$ cat src/rtl/rob_sequencer.sv
// rob_sequencer: operand dispatcher and result collector for an external 8-bit signed
// Robertson multiplier (toprobertsons).
//
// Operand pairs enter a small FIFO over a valid/ready stream. Each pair is launched by
// a one-cycle mul_start pulse, which drives the multiplier's reset/start input. The
// 16-bit product is captured when mul_done is seen, or replaced by 0 with out_error set
// if the multiplier hangs. Results leave in push order over a valid/ready stream.
//
// Ports:
//   clk, reset                          clock, asynchronous active-high reset
//   in_valid/in_ready                   operand stream handshake
//   in_multiplier, in_multiplicand      signed 8-bit operands
//   mul_start                           start pulse to the multiplier
//   mul_multiplier, mul_multiplicand    operands held for the multiplier
//   mul_product, mul_done               multiplier result and completion flag
//   out_valid/out_ready                 result stream handshake
//   out_product, out_error              result (0 on timeout), timeout flag
//   busy, count                         activity flag, FIFO occupancy
module rob_sequencer #(
  parameter int unsigned DEPTH   = 4,
  parameter int unsigned TIMEOUT = 32
) (
  input  logic                     clk,
  input  logic                     reset,
  input  logic                     in_valid,
  output logic                     in_ready,
  input  logic [7:0]               in_multiplier,
  input  logic [7:0]               in_multiplicand,
  output logic                     mul_start,
  output logic [7:0]               mul_multiplier,
  output logic [7:0]               mul_multiplicand,
  input  logic [15:0]              mul_product,
  input  logic                     mul_done,
  output logic                     out_valid,
  input  logic                     out_ready,
  output logic [15:0]              out_product,
  output logic                     out_error,
  output logic                     busy,
  output logic [$clog2(DEPTH):0]   count
);

  localparam int unsigned AW = $clog2(DEPTH);
  localparam int unsigned CW = AW + 1;
  localparam int unsigned TW = (TIMEOUT > 1) ? $clog2(TIMEOUT) : 1;

  localparam logic [CW-1:0] DepthC    = CW'(DEPTH);
  localparam logic [TW-1:0] TimerLast = TW'(TIMEOUT - 1);

  localparam logic [2:0] StIdle  = 3'd0;
  localparam logic [2:0] StStart = 3'd1;
  localparam logic [2:0] StGuard = 3'd2;
  localparam logic [2:0] StWait  = 3'd3;
  localparam logic [2:0] StHold  = 3'd4;

  logic [2:0]    state_q, state_d;
  logic [AW-1:0] wr_ptr_q, wr_ptr_d;
  logic [AW-1:0] rd_ptr_q, rd_ptr_d;
  logic [CW-1:0] count_q, count_d;
  logic [TW-1:0] timer_q, timer_d;
  logic          mul_start_q, mul_start_d;
  logic [7:0]    mul_a_q, mul_a_d;
  logic [7:0]    mul_b_q, mul_b_d;
  logic [15:0]   out_product_q, out_product_d;
  logic          out_error_q, out_error_d;

  logic [15:0]   mem_q [DEPTH];
  logic          push;
  logic          pop;
  logic [15:0]   head;

  // Full is judged on the registered count, so a pop in the same cycle never frees a slot.
  assign in_ready = (count_q != DepthC);
  assign push     = in_valid && in_ready;
  assign head     = mem_q[rd_ptr_q];

  always_comb begin
    state_d       = state_q;
    pop           = 1'b0;
    timer_d       = timer_q;
    mul_a_d       = mul_a_q;
    mul_b_d       = mul_b_q;
    out_product_d = out_product_q;
    out_error_d   = out_error_q;

    case (state_q)
      StIdle: begin
        if (count_q != '0) begin
          pop     = 1'b1;
          state_d = StStart;
        end
      end
      StStart: state_d = StGuard;
      StGuard: begin
        // mul_done may still be high from the previous op; it is not looked at here.
        timer_d = '0;
        state_d = StWait;
      end
      StWait: begin
        if (mul_done) begin
          out_product_d = mul_product;
          out_error_d   = 1'b0;
          state_d       = StHold;
        end else if (timer_q == TimerLast) begin
          out_product_d = '0;
          out_error_d   = 1'b1;
          state_d       = StHold;
        end else begin
          timer_d = timer_q + 1'b1;
        end
      end
      StHold: begin
        if (out_ready) begin
          if (count_q != '0) begin
            pop     = 1'b1;
            state_d = StStart;
          end else begin
            state_d = StIdle;
          end
        end
      end
      default: state_d = StIdle;
    endcase

    if (pop) begin
      mul_a_d = head[15:8];
      mul_b_d = head[7:0];
    end
  end

  always_comb begin
    wr_ptr_d = push ? wr_ptr_q + 1'b1 : wr_ptr_q;
    rd_ptr_d = pop ? rd_ptr_q + 1'b1 : rd_ptr_q;
    case ({push, pop})
      2'b10:   count_d = count_q + 1'b1;
      2'b01:   count_d = count_q - 1'b1;
      default: count_d = count_q;
    endcase
    // Registered so the pulse is a clean flop output that coincides with StStart.
    mul_start_d = (state_d == StStart);
  end

  always_ff @(posedge clk or posedge reset) begin
    if (reset) begin
      state_q       <= StIdle;
      wr_ptr_q      <= '0;
      rd_ptr_q      <= '0;
      count_q       <= '0;
      timer_q       <= '0;
      mul_start_q   <= 1'b0;
      mul_a_q       <= '0;
      mul_b_q       <= '0;
      out_product_q <= '0;
      out_error_q   <= 1'b0;
    end else begin
      state_q       <= state_d;
      wr_ptr_q      <= wr_ptr_d;
      rd_ptr_q      <= rd_ptr_d;
      count_q       <= count_d;
      timer_q       <= timer_d;
      mul_start_q   <= mul_start_d;
      mul_a_q       <= mul_a_d;
      mul_b_q       <= mul_b_d;
      out_product_q <= out_product_d;
      out_error_q   <= out_error_d;
    end
  end

  // Storage needs no reset: entries are only read once count says they were written.
  always_ff @(posedge clk) begin
    if (push) begin
      mem_q[wr_ptr_q] <= {in_multiplier, in_multiplicand};
    end
  end

  assign mul_start        = mul_start_q;
  assign mul_multiplier   = mul_a_q;
  assign mul_multiplicand = mul_b_q;
  assign out_valid        = (state_q == StHold);
  assign out_product      = out_product_q;
  assign out_error        = out_error_q;
  assign busy             = (state_q != StIdle) || (count_q != '0);
  assign count            = count_q;

endmodule
$ cat config.mk
export PLATFORM = sky130hd
export DESIGN_NAME = rob_sequencer
export DESIGN_NICKNAME = d
export VERILOG_FILES = /design/src/rtl/rob_sequencer.sv
export SDC_FILE = /design/constraint.sdc
export NUM_CORES = 1
export LEC_CHECK = 0
export CORE_MARGIN = 2
export CORE_UTILIZATION = 47
export CTS_BUF_LIST = sky130_fd_sc_hd__clkbuf_16
export CTS_CLUSTER_SIZE = 10
export DETAILED_ROUTE_END_ITERATION = 10
export PLACE_DENSITY = 0.85
export SYNTH_ARGS = -nofsm -noshare
export SYNTH_HDL_FRONTEND = slang
export SYNTH_SLANG_ARGS = --single-unit
$ cat constraint.sdc
create_clock -name clk -period 1.94 [get_ports clk]
set_input_delay 0.582 -clock clk [delete_from_list [all_inputs] [get_ports clk]]
set_output_delay 0.582 -clock clk [all_outputs]
set_load 0.01 [all_outputs]
Word-level counts from Yosys, hierarchy flattened
Memories as Yosys holds them, arrays and structs flattened. A register that Yosys moved wholly into a read port is not among the register bits.
Cells that the tools add are included.
- add/subtract/negate cells: 5
- equal/unequal tests: 11
- mux-type cells: 19
- reductions and logical operators: 10
- operators with widths (kind ; number):
    $mux W16 ; 2
    $pmux W3 S5 ; 1
    $mux W3 ; 4
    $mux W5 ; 2
    $pmux W5 S2 ; 1
    $mux W1 ; 7
    $eq A3 B1 Y1 const B ; 2
    $eq A3 B2 Y1 const B ; 2
    $pmux W3 S2 ; 1
    $reduce_bool A2 Y1 ; 3
    $reduce_bool A3 Y1 ; 2
    $add A5 B1 Y5 const B ; 1
    $eq A5 B5 Y1 const B ; 1
    $add A2 B1 Y2 const B ; 2
    $ne A2 B2 Y1 const B ; 2
    $add A3 B1 Y3 const B ; 1
    $eq A3 B3 Y1 const B ; 1
    $logic_not A3 Y1 ; 1
    $ne A3 B3 Y1 const B ; 1
    $reduce_and A3 Y1 ; 1
    $sub A3 B1 Y3 const B ; 1
    $eq A2 B1 Y1 const B ; 1
    $eq A2 B2 Y1 const B ; 1
    $pmux W1 S2 ; 1
    3 further kinds ; 3
- flip-flop bits (word level): 33
- memory bits (writable): 64
- input bits: 37
- output and inout port bits: 40
- word-level logic and storage cells: 54
- memories: 1
- memories (name ; depth ; width ; read ports ; clocked after Yosys merged registers in ; write ports ; RTL line ; RTL):
    mem_q ; 4 ; 16 ; 1 ; 1 ; 1 ; 66 ; logic [15:0] mem_q [DEPTH];

Logic depth before layout (Yosys ltp)
Gate-level depths: netlist of run 1.
- word-level depth: 6
- depth in mapped cells: 10
- gate-level depth less buffers: 9

Worst setup path after synthesis of run 1
Ideal clock, no wire load.
- path type: register to register
- from: reg count_q[0] (netlist: count[0])
- to: reg count_q[2] (netlist: count[2])
- library setup time: 0.079 ns
- arrival: 2.126 ns
- required time: 1.861 ns
- path slack: -0.265 ns
- cell stages (with the launch flop): 10
- buffers on the path: 0
- clock period less this slack: 2.205 ns
- path through: dfrtp_1 -> or3b_1 -> and2_1 -> inv_1 -> ha_1 -> inv_1 -> fa_1 -> xor2_1 -> nor2_1 -> xor2_1
- elaborated cells between the ends (all ways): 12
- those cells by class: 2 x add/sub; 3 x eq/ne; 4 x mux; 3 x reduce/logical
- RTL lines (item ; RTL line ; RTL):
    start: declaration ; 58 ; logic [CW-1:0] count_q, count_d;
    start signal: assignment ; 158 ; count_q <= count_d;
    $ne A3 B3 Y1 * ; 72 ; assign in_ready = (count_q != DepthC);
    named net in_ready ; 26 ; output logic in_ready,
    $logic_and A1 B1 Y1 * ; 73 ; assign push = in_valid && in_ready;
    $eq A2 B1 Y1 / $eq A2 B2 Y1 (equally long branches) ; 133 ; case ({push, pop})
    $pmux W3 S2 / $reduce_bool A2 Y1 (equally long branches) ; -- ;
Mark *: on every way through the listed nets, which the timed path passes. The rest lies on a longest branch.
A chain may end at the register's enable or synchronous reset.

Final worst setup path of run 1
- from: reg count_q[2] (netlist: count[2])
- to: out busy
- word-level cells in the longest chain between the ends: 2
- ends and longest elaborated chain (item ; RTL line ; RTL):
    $reduce_bool A3 Y1 ; 181 ; assign busy = (state_q != StIdle) || (count_q != '0);
    $logic_or A1 B1 Y1 ; 181 ;
    end: declaration ; 38 ; output logic busy,
No other way between the ends.

==> metrics.yaml, run 1 <==
critical_path:
  worst_setup_path_end_kind: "output pin"
  ff2ff_path_depth: 10
  cp_top_family: "simple AND/OR/NAND/NOR gates"
  worstSetupPathType: "flop to output pin"
  slowest_stage: "or4_4"
  worst-path-buf-inv: 1
  worstPathCellList: "or3_4 > or4_4 > buf_6"
  cp_slowest_stage_delay_ns: 0.42
  cp.arrival_ns: 1.71
  worstReg2RegEnd: "count[2]"
  r2r_setup_slack_ns: -0.17
  path_max_fanout: 2
  start_kind: "flop"
  critPathRequiredTime_ns: 1.36
  rr_startpoint: "count[1]"
cts:
  cts.sinks: 113
  cts-root-buf: "clkbuf_16"
  cts_max_path_buffers: 2
  postCtsHoldBufs: 0
  numCtsBuffers: 17
  cts_tree: "built"
  worstSkewPairLatency_ns: 0.39
  cts_htree_levels: 4
  cts.clk_slew.worst_paths_ns: 0.05
yosys:
  synth_seq_cells: 113
  synth-simple-area-share: 0.0451
  ys_types: 41
  async_flop_share: 0.434
  synth_top_cell_by_area: "edfxtp_1"
  ys.flop_type: "edfxtp_1"
  ys_seq_area_frac: 0.710
  synth_compound_area_frac: 0.0496
  synth_xor_area_frac: 0.0118
  synth_fp_nets: 286
  synth-adder-area-share: 0.0243
  syn_area_um2: 4440
  yosys_warnings: 0
  synth_edf_count: 64
  synth_top_family_by_area: "multiplexers"
  synth.mux.area_fraction: 0.135
  synth_top_area_frac: 0.433
  synth_top_cells_by_area: "edfxtp_1 43%, dfrtp_1 28%, mux4_2 8.1%"
  syn_area_per_cell_um2: 18.4
  syn_inst: 241
global_routing:
  grt_start_max_net_pins: 33
  overflow: 0
  grt.total_usage: 0.184
  antenna_found_initial: 0
  grt_pass1_wl_mm: 13.8
  grt_pass1_vias: 2793
detailed_routing:
  dr.first_iter.drc_count: 106
  routed_via_density: 5.31
  wl_met1_mm: 3.53
  dr.pass1.iters: 4
  routed.top_layer: "met4"
  route.met2.wl_mm: 4.74
  drc: 0
  ant_nets: 0
  routedWlPerCell_um: 18.4
  postRouteWirelength_mm: 8.91
  wl_met3_um: 548
  vias: 2566
final_layout:
  final.fill_count: 621
  layout_common_cells: "67 x clkdlybuf4s50_1, 64 x edfxtp_1, 48 x dfrtp_1"
  layout-drive-gt1-share: 0.312
  mostFrequentLayoutCell: "clkdlybuf4s50_1"
  fin_area_um2: 6260
  area_growth_pct: 41.2
  ff_latch_area_um2: 3150
  diodes: 0
  multiInputGateArea_um2: 1240
  final_net_count: 404
timing:
  worstMarginPinSlew_ns: 0.335
  post-route-min-period_ns: 2.29
  setup_violations: 4
  post-route-period-util: 1.18
  skew_ns: 0.00636
  finalMaxSlewViolations: 0
  rsz0062_at_grt: "true"
  timing_hold_violations_final: 0
  fmax_mhz: 437
  relSlewSlack: 0.776
  tns_ns: -0.754
  setup_slack_ns: -0.349
floorplan:
  die_h_um: 101
  start_util: 0.482
  rows: 35
  num_io_pins: 77
  die_w_um: 101
  core-area_um2: 9200
  die_area_um2: 10200
placed_design:
  place_area_um2: 5580
  dp_hpwl_mm: 5.52
  pre_cts_slack_ns: -0.437
  gp_congestion: 0.755
  io_buffers: 76
worst_hold_path:
  worstHoldStart: "out_product[5]"
  min_path_type: "flop to flop"
  holdPathEnd: "out_product[5]"
  min_path_cells: 1
power:
  peakVddDrop_v: 0.000879
  p_leak_nw: 2.51
  power_density_nw_per_um2: 1690
flow_run:
  cap_violations: 0
status:
  status: "finished with violations"
  failed_checks: "setup timing"
-- sequential cells by signal, indices dropped and copies added (netlist names) --
signal	flops
mem_q	64
mul_multiplicand	8
mul_multiplier	8
timer_q	5
out_error	1
count	3
mul_start	1
wr_ptr_q	2
out_product	16
rd_ptr_q	2
state_q	3
-- what timing repair did --
action | 4_1_cts | 5_1_grt
endpoints found under the setup margin | 9 | 9
buffers inserted | 2 | 3
gates cloned | 0 | 0
pin swaps | 3 | 1
endpoints found under the hold margin | 0 | 0
resized for setup | 24 | 7
-- cell families after synthesis --
family,count (synthesis)
DFF,113
buffers and inverters,18
xor gates and xnor gates,6
AOI/OAI and AO/OA,28
and+or+nand+nor,33
adders and majority gates,8
muxes,35
-- layout make-up --
cell class,count,area share
Inverter,7,0.00460
Clock buffer,17,0.0679
Multi-Input combinational cell,110,0.198
Timing Repair Buffer,110,0.176
Sequential cell,113,0.503
Tap cell,111,0.0222
Clock inverter,15,0.0280
-- worst max-delay path by stage --
stage / from / end / slack (ns) / cells after the start
after floorplan: count[2] / count[2] / -0.16 / 10
after global placement: count[2] / busy / -0.41 / 3
after detailed placement: out_ready / count[2] / -0.44 / 9
after CTS: count[2] / busy / -0.38 / 3
after global routing: count[2] / busy / -0.41 / 3
final: count[2] / busy / -0.35 / 3
-- power by group --
part	switching, mW	leakage, nW	internal [mW]	total, mW
Clock	0.990	0.298	2.11	3.10
Sequential	0.360	1.19	3.34	3.70
Combinational	1.57	1.02	2.20	3.77
-- cells in the mapped netlist (2+ instances only) --
cell / count
a22o_1: 17
and2_1: 2
and3_1: 7
buf_2: 4
buf_6: 2
clkbuf_1: 2
dfrtp_1: 49
edfxtp_1: 64
ha_1: 7
inv_1: 7
mux2_2: 11
mux2_4: 7
mux4_2: 16
nand2_1: 4
nand2b_1: 2
nand4_1: 3
nor2_1: 5
o21ai_0: 3
o31ai_1: 2
or4_1: 2
xnor2_1: 3
xor2_1: 3
-- layer usage --
| metal | track usage | up-vias |
|---|---|---|
| met5 | 0 | - |
| met4 | 0.0655 | 0 |
| met3 | 0.0614 | 10 |
| met2 | 0.329 | 87 |
| met1 | 0.205 | 1290 |
| li1 | - | 1179 |
-- metrics by stage --
stage | power, mW | hold WS (ns) | utilization | cells
after global routing | 11.1 | 0.508 | 0.681 | 483
after detailed placement | 7.42 | 0.490 | 0.607 | 446
after global placement | 7.27 | 0.480 | 0.607 | 446
after CTS | 10.7 | 0.505 | 0.675 | 480
after floorplan | 5.78 | 0.475 | - | 241
final | 10.6 | 0.502 | 0.681 | 483
Note: power is estimated with default switching activity, not from simulation.
==> inputs of run 2 (changes only) <==
- CORE_MARGIN: 2 -> 4
- REMOVE_ABC_BUFFERS: default -> 1
==> metrics.yaml, run 2 (synthesized netlist as in run 1, its figures left out) <==
critical_path:
  critPathRequiredTime_ns: 1.36  # about the same
  worstSetupPathType: "flop to output pin"  # unchanged
  cp_slowest_stage_delay_ns: 0.42  # about the same
  slowest_stage: "or4_4"  # unchanged
  worst_setup_path_end_kind: "output pin"  # unchanged
  path_max_fanout: 2  # unchanged
  cp.arrival_ns: 1.71  # about the same
  worstPathCellList: "or3_4 > or4_4 > buf_6"  # unchanged
  start_kind: "flop"  # unchanged
timing:
  relSlewSlack: 0.795  # was 0.776
  post-route-period-util: 1.18  # about the same
  skew_ns: 0.0102  # was 0.00636 ns
  setup_slack_ns: -0.354  # was -0.349 ns
  fmax_mhz: 436  # was 437 MHz
  setup_violations: 4  # unchanged
  post-route-min-period_ns: 2.29  # about the same
  rsz0062_at_grt: "true"  # unchanged
  worstMarginPinSlew_ns: 0.308  # was 0.335 ns
  finalMaxSlewViolations: 0  # unchanged
  timing_hold_violations_final: 0  # unchanged
final_layout:
  area_growth_pct: 41.0  # was 41.2%
  fin_area_um2: 6250  # was 6260 um2
  final_net_count: 408  # was 404
  layout-drive-gt1-share: 0.314  # was 0.312
  mostFrequentLayoutCell: "clkdlybuf4s50_1"  # unchanged
  finalNonFillerCells: 487  # was 483
  largest_reg_flops: 64  # unchanged
  layout_common_cells: "68 x clkdlybuf4s50_1, 64 x edfxtp_1, 49 x dfrtp_1"  # was 67 x clkdlybuf4s50_1, 64 x edfxtp_1, 48 x dfrtp_1
  final.fill_count: 603  # was 621
  diodes: 0  # unchanged
  top_register: "mem_q"  # unchanged
status:
  status: "finished with violations"  # unchanged
  failed_checks: "setup timing"  # unchanged
global_routing:
  met3_usage: 0.0562  # was 0.0614
  grt_pass1_vias: 2811  # was 2,793
  met1_usage: 0.197  # was 0.205
  grt_pass1_wl_mm: 14.5  # was 13.8 mm
  antenna_found_initial: 0  # unchanged
  top_usage_layer: "met2"  # unchanged
  grt.total_usage: 0.173  # was 0.184
  grt_use_met2: 0.297  # was 0.329
  grt_start_max_net_pins: 34  # was 33
  overflow: 0  # unchanged
detailed_routing:
  routedWlPerCell_um: 18.6  # was 18.4 um
  vias: 2594  # was 2,566
  dr.pass1.iters: 4  # unchanged
  postRouteWirelength_mm: 9.06  # was 8.91 mm
  dr.first_iter.drc_count: 122  # was 106
  drc: 0  # unchanged
  ant_nets: 0  # unchanged
  routed_via_density: 5.33  # was 5.31
cts:
  cts-root-buf: "clkbuf_16"  # unchanged
  cts_max_path_buffers: 2  # unchanged
  cts.sinks: 113  # unchanged
  cts.clk_slew.worst_paths_ns: 0.05  # about the same
  cts_htree_levels: 4  # unchanged
  worstSkewPairLatency_ns: 0.40  # was 0.39 ns
  cts_tree: "built"  # unchanged
  numCtsBuffers: 17  # unchanged
placed_design:
  io_buffers: 76  # unchanged
  dp_hpwl_mm: 5.54  # was 5.52 mm
  dp_cells: 446  # unchanged
  gp_congestion: 0.774  # was 0.755
  place_area_um2: 5550  # was 5580 um2
  pre_cts_slack_ns: -0.507  # was -0.437 ns
floorplan:
  die_w_um: 105  # was 101 um
  rows: 35  # unchanged
  core-area_um2: 9200  # unchanged
  num_io_pins: 77  # unchanged
  die_area_um2: 11100  # was 10,200 um2
  die_h_um: 105  # was 101 um
  start_util: 0.482  # unchanged
worst_hold_path:
  min_path_type: "flop to flop"  # unchanged
power:
  power_density_nw_per_um2: 1680  # was 1690 nW/um2
  p_leak_nw: 2.50  # was 2.51 nW
  peakVddDrop_v: 0.000868  # was 0.000879 V
flow_run:
  cap_violations: 0  # unchanged
-- run 2: power breakdown --
part,internal [mW],switching (mW)
Combinational,2.24,1.59
Sequential,3.33,0.350
Clock,1.98,1.01
-- run 2: path summary, 6_finish.rpt --
| kind | startpoint | end | slack, ns | cells past startpoint |
|---|---|---|---|---|
| min in group asynchronous | reset | mul_multiplicand[0] | 0.53 | 3 |
| min | out_error | out_error | 0.49 | 2 |
| max | count[1] | busy | -0.35 | 3 |
| max in group asynchronous | reset | out_product[14] | 1.21 | 3 |
| max reg2reg | count[0] | count[2] | -0.23 | 11 |
| min reg2reg | out_error | out_error | 0.49 | 2 |
-- run 2: area by class of cell --
cell class / count / area (um2) / area share
Clock inverter: 15 / 151 / 0.0242
Clock buffer: 17 / 425 / 0.0680
Inverter: 7 / 28.8 / 0.00460
Multi-Input combinational cell: 110 / 1220 / 0.195
Tap cell: 111 / 139 / 0.0222
Timing Repair Buffer: 114 / 1140 / 0.182
Sequential cell: 113 / 3150 / 0.503
-- run 2: timing repair --
| action | in CTS | in global routing |
|---|---|---|
| pin swaps | 5 | 7 |
| resized for setup | 31 | 13 |
| gates cloned | 0 | 0 |
| buffers inserted | 6 | 5 |
| hold buffers | 0 | 0 |
| endpoints found under the setup margin | 8 | 11 |
-- run 2: critical path: cells and delay by family (launching register included) --
kind | cells | cell delay [ns]
buffers and inverters | 1 | 0.13
DFF | 1 | 0.39
and+or+nand+nor | 2 | 0.79
-- run 2: through the flow --
stage	power (mW)	hold WS (ns)	utilization	setup TNS, ns
2_1_floorplan	5.57	0.475	-	-1.11
3_3_place_gp	7.22	0.484	0.603	-4.32
3_5_place_dp	7.34	0.488	0.603	-5.20
4_1_cts	10.5	0.500	0.674	-0.734
5_1_grt	11.0	0.517	0.680	-1.22
6_report	10.5	0.494	0.680	-0.938
-- run 2: per-layer routing --
layer  wire, um  vias up
met4        106        0
met5          0        -
met1       3590     1326
li1           -     1184
met2       4900       75
met3        458        9
==> inputs of run 3 (changes only) <==
- SETUP_SLACK_MARGIN: default -> 0.2
==> metrics.yaml, run 3 (synthesized netlist as in run 1, its figures left out) <==
status:
  status: "finished with violations"  # unchanged
  failed_checks: "setup timing"  # unchanged
detailed_routing:
  routedWlPerCell_um: 21.1  # was 18.6 um
  ant_nets: 0  # unchanged
  drc: 0  # unchanged
  vias: 2736  # was 2,594
  postRouteWirelength_mm: 10.6  # was 9.06 mm
  dr.pass1.iters: 4  # unchanged
  routed_via_density: 5.43  # was 5.33
  dr.first_iter.drc_count: 118  # was 122
critical_path:
  worst_setup_path_end_kind: "output pin"  # unchanged
  start_kind: "flop"  # unchanged
  critical_path.startpoint: "count[2]"  # was count[1]
  worstReg2RegEnd: "count[2]"  # unchanged
  path_max_fanout: 2  # unchanged
  rr_startpoint: "count[2]"  # was count[0]
  r2r_setup_slack_ns: -0.26  # was -0.23 ns
  ff2ff_path_depth: 12  # was 11
  critPathRequiredTime_ns: 1.36  # about the same
  worstSetupPathType: "flop to output pin"  # unchanged
  cp.arrival_ns: 1.71  # about the same
  crit_end: "busy"  # unchanged
timing:
  fmax_mhz: 436  # about the same
  setup_slack_ns: -0.355  # was -0.354 ns
  relSlewSlack: 0.773  # was 0.795
  timing_hold_violations_final: 0  # unchanged
  post-route-period-util: 1.18  # about the same
  skew_ns: 0.00899  # was 0.0102 ns
  rsz0062_at_grt: "true"  # unchanged
  finalMaxSlewViolations: 0  # unchanged
  whs_ns: 0.489  # was 0.494 ns
  setup_violations: 20  # was 4
  worstMarginPinSlew_ns: 0.340  # was 0.308 ns
  post-route-min-period_ns: 2.30  # was 2.29 ns
final_layout:
  layout-drive-gt1-share: 0.369  # was 0.314
  final.fill_count: 562  # was 603
  largest_reg_flops: 64  # unchanged
  mostFrequentLayoutCell: "edfxtp_1"  # was clkdlybuf4s50_1
  layout_common_cells: "64 x edfxtp_1, 49 x dfrtp_1, 36 x clkdlybuf4s50_1"  # was 68 x clkdlybuf4s50_1, 64 x edfxtp_1, 49 x dfrtp_1
  diodes: 0  # unchanged
  area_growth_pct: 47.4  # was 41.0%
  final_net_count: 425  # was 408
  top_register: "mem_q"  # unchanged
power:
  p_leak_nw: 2.69  # was 2.50 nW
  peakVddDrop_v: 0.000944  # was 0.000868 V
  power_density_nw_per_um2: 1670  # was 1680 nW/um2
worst_hold_path:
  min_path_cells: 2  # unchanged
  min_path_type: "flop to flop"  # unchanged
floorplan:
  die_h_um: 105  # unchanged
  rows: 35  # unchanged
  die_w_um: 105  # unchanged
  die_area_um2: 11100  # unchanged
  num_io_pins: 77  # unchanged
  core-area_um2: 9200  # unchanged
  start_util: 0.482  # unchanged
flow_run:
  cap_violations: 0  # unchanged
placed_design:
  pre_cts_slack_ns: -0.507  # unchanged
  gp_congestion: 0.774  # unchanged
  dp_hpwl_mm: 5.54  # unchanged
  io_buffers: 76  # unchanged
cts:
  cts_tree: "built"  # unchanged
  cts.clk_slew.worst_paths_ns: 0.05  # about the same
  cts_max_path_buffers: 2  # unchanged
  cts.sinks: 113  # unchanged
  numCtsBuffers: 17  # unchanged
  cts-root-buf: "clkbuf_16"  # unchanged
  cts_htree_levels: 4  # unchanged
  postCtsHoldBufs: 0  # unchanged
  worstSkewPairLatency_ns: 0.40  # about the same
global_routing:
  grt_pass1_wl_mm: 15.0  # was 14.5 mm
  grt.total_usage: 0.179  # was 0.173
  grt_pass1_vias: 2887  # was 2,811
  overflow: 0  # unchanged
  antenna_found_initial: 0  # unchanged
  grt_start_max_net_pins: 34  # unchanged
run 3: timing repair:
action | 4_1_cts | 5_1_grt
buffers inserted | 11 | 10
setup endpoints to repair | 75 | 93
gates resized for setup | 86 | 23
gates cloned | 0 | 5
pin swaps | 13 | 8
run 3: worst max-delay path: stages (launching register included):
cell and delay, ns:
dfrtp_1 0.39, or3_4 0.37, or4_4 0.42, buf_6 0.13
run 3: cell type report:
type	count	area, um2	share of cell area
Sequential cell	113	3150	0.482
Clock buffer	17	425	0.0651
Inverter	7	28.8	0.00440
Timing Repair Buffer	131	1350	0.207
Clock inverter	15	151	0.0232
Tap cell	111	139	0.0212
Multi-Input combinational cell	110	1290	0.197
run 3: how the worst min path moves through the flow:
stage                          startpoint               to  slack (ns)
after detailed placement        out_error        out_error        0.49
after floorplan                timer_q[4]       timer_q[4]        0.47
after CTS                       out_error        out_error        0.50
final                           out_error        out_error        0.49
after global placement          out_error        out_error        0.48
after global routing      out_product[14]  out_product[14]        0.51
run 3: metal layers:
metal,vias to the layer above,track usage,routed length (um)
met2,101,0.308,5550
met3,17,0.0537,593
met5,-,0,0
met4,0,0.0759,178
li1,1216,-,-
met1,1402,0.208,4310
run 3: stage by stage:
stage,power [mW],instance area [um2],cells,setup TNS (ns),utilization
2_1_floorplan,5.57,4350,230,-1.11,-
3_5_place_dp,7.34,5550,446,-5.20,0.603
5_1_grt,11.4,6540,504,-2.85,0.711
3_3_place_gp,7.22,5550,446,-4.32,0.603
4_1_cts,10.4,6260,489,-0.849,0.680
6_report,10.9,6540,504,-1.13,0.711
run 3: power by group:
part           internal, mW  switching (mW)  total (mW)
Sequential             3.33           0.357        3.69
Combinational          2.41            1.82        4.23
Clock                  1.98            1.02        3.00
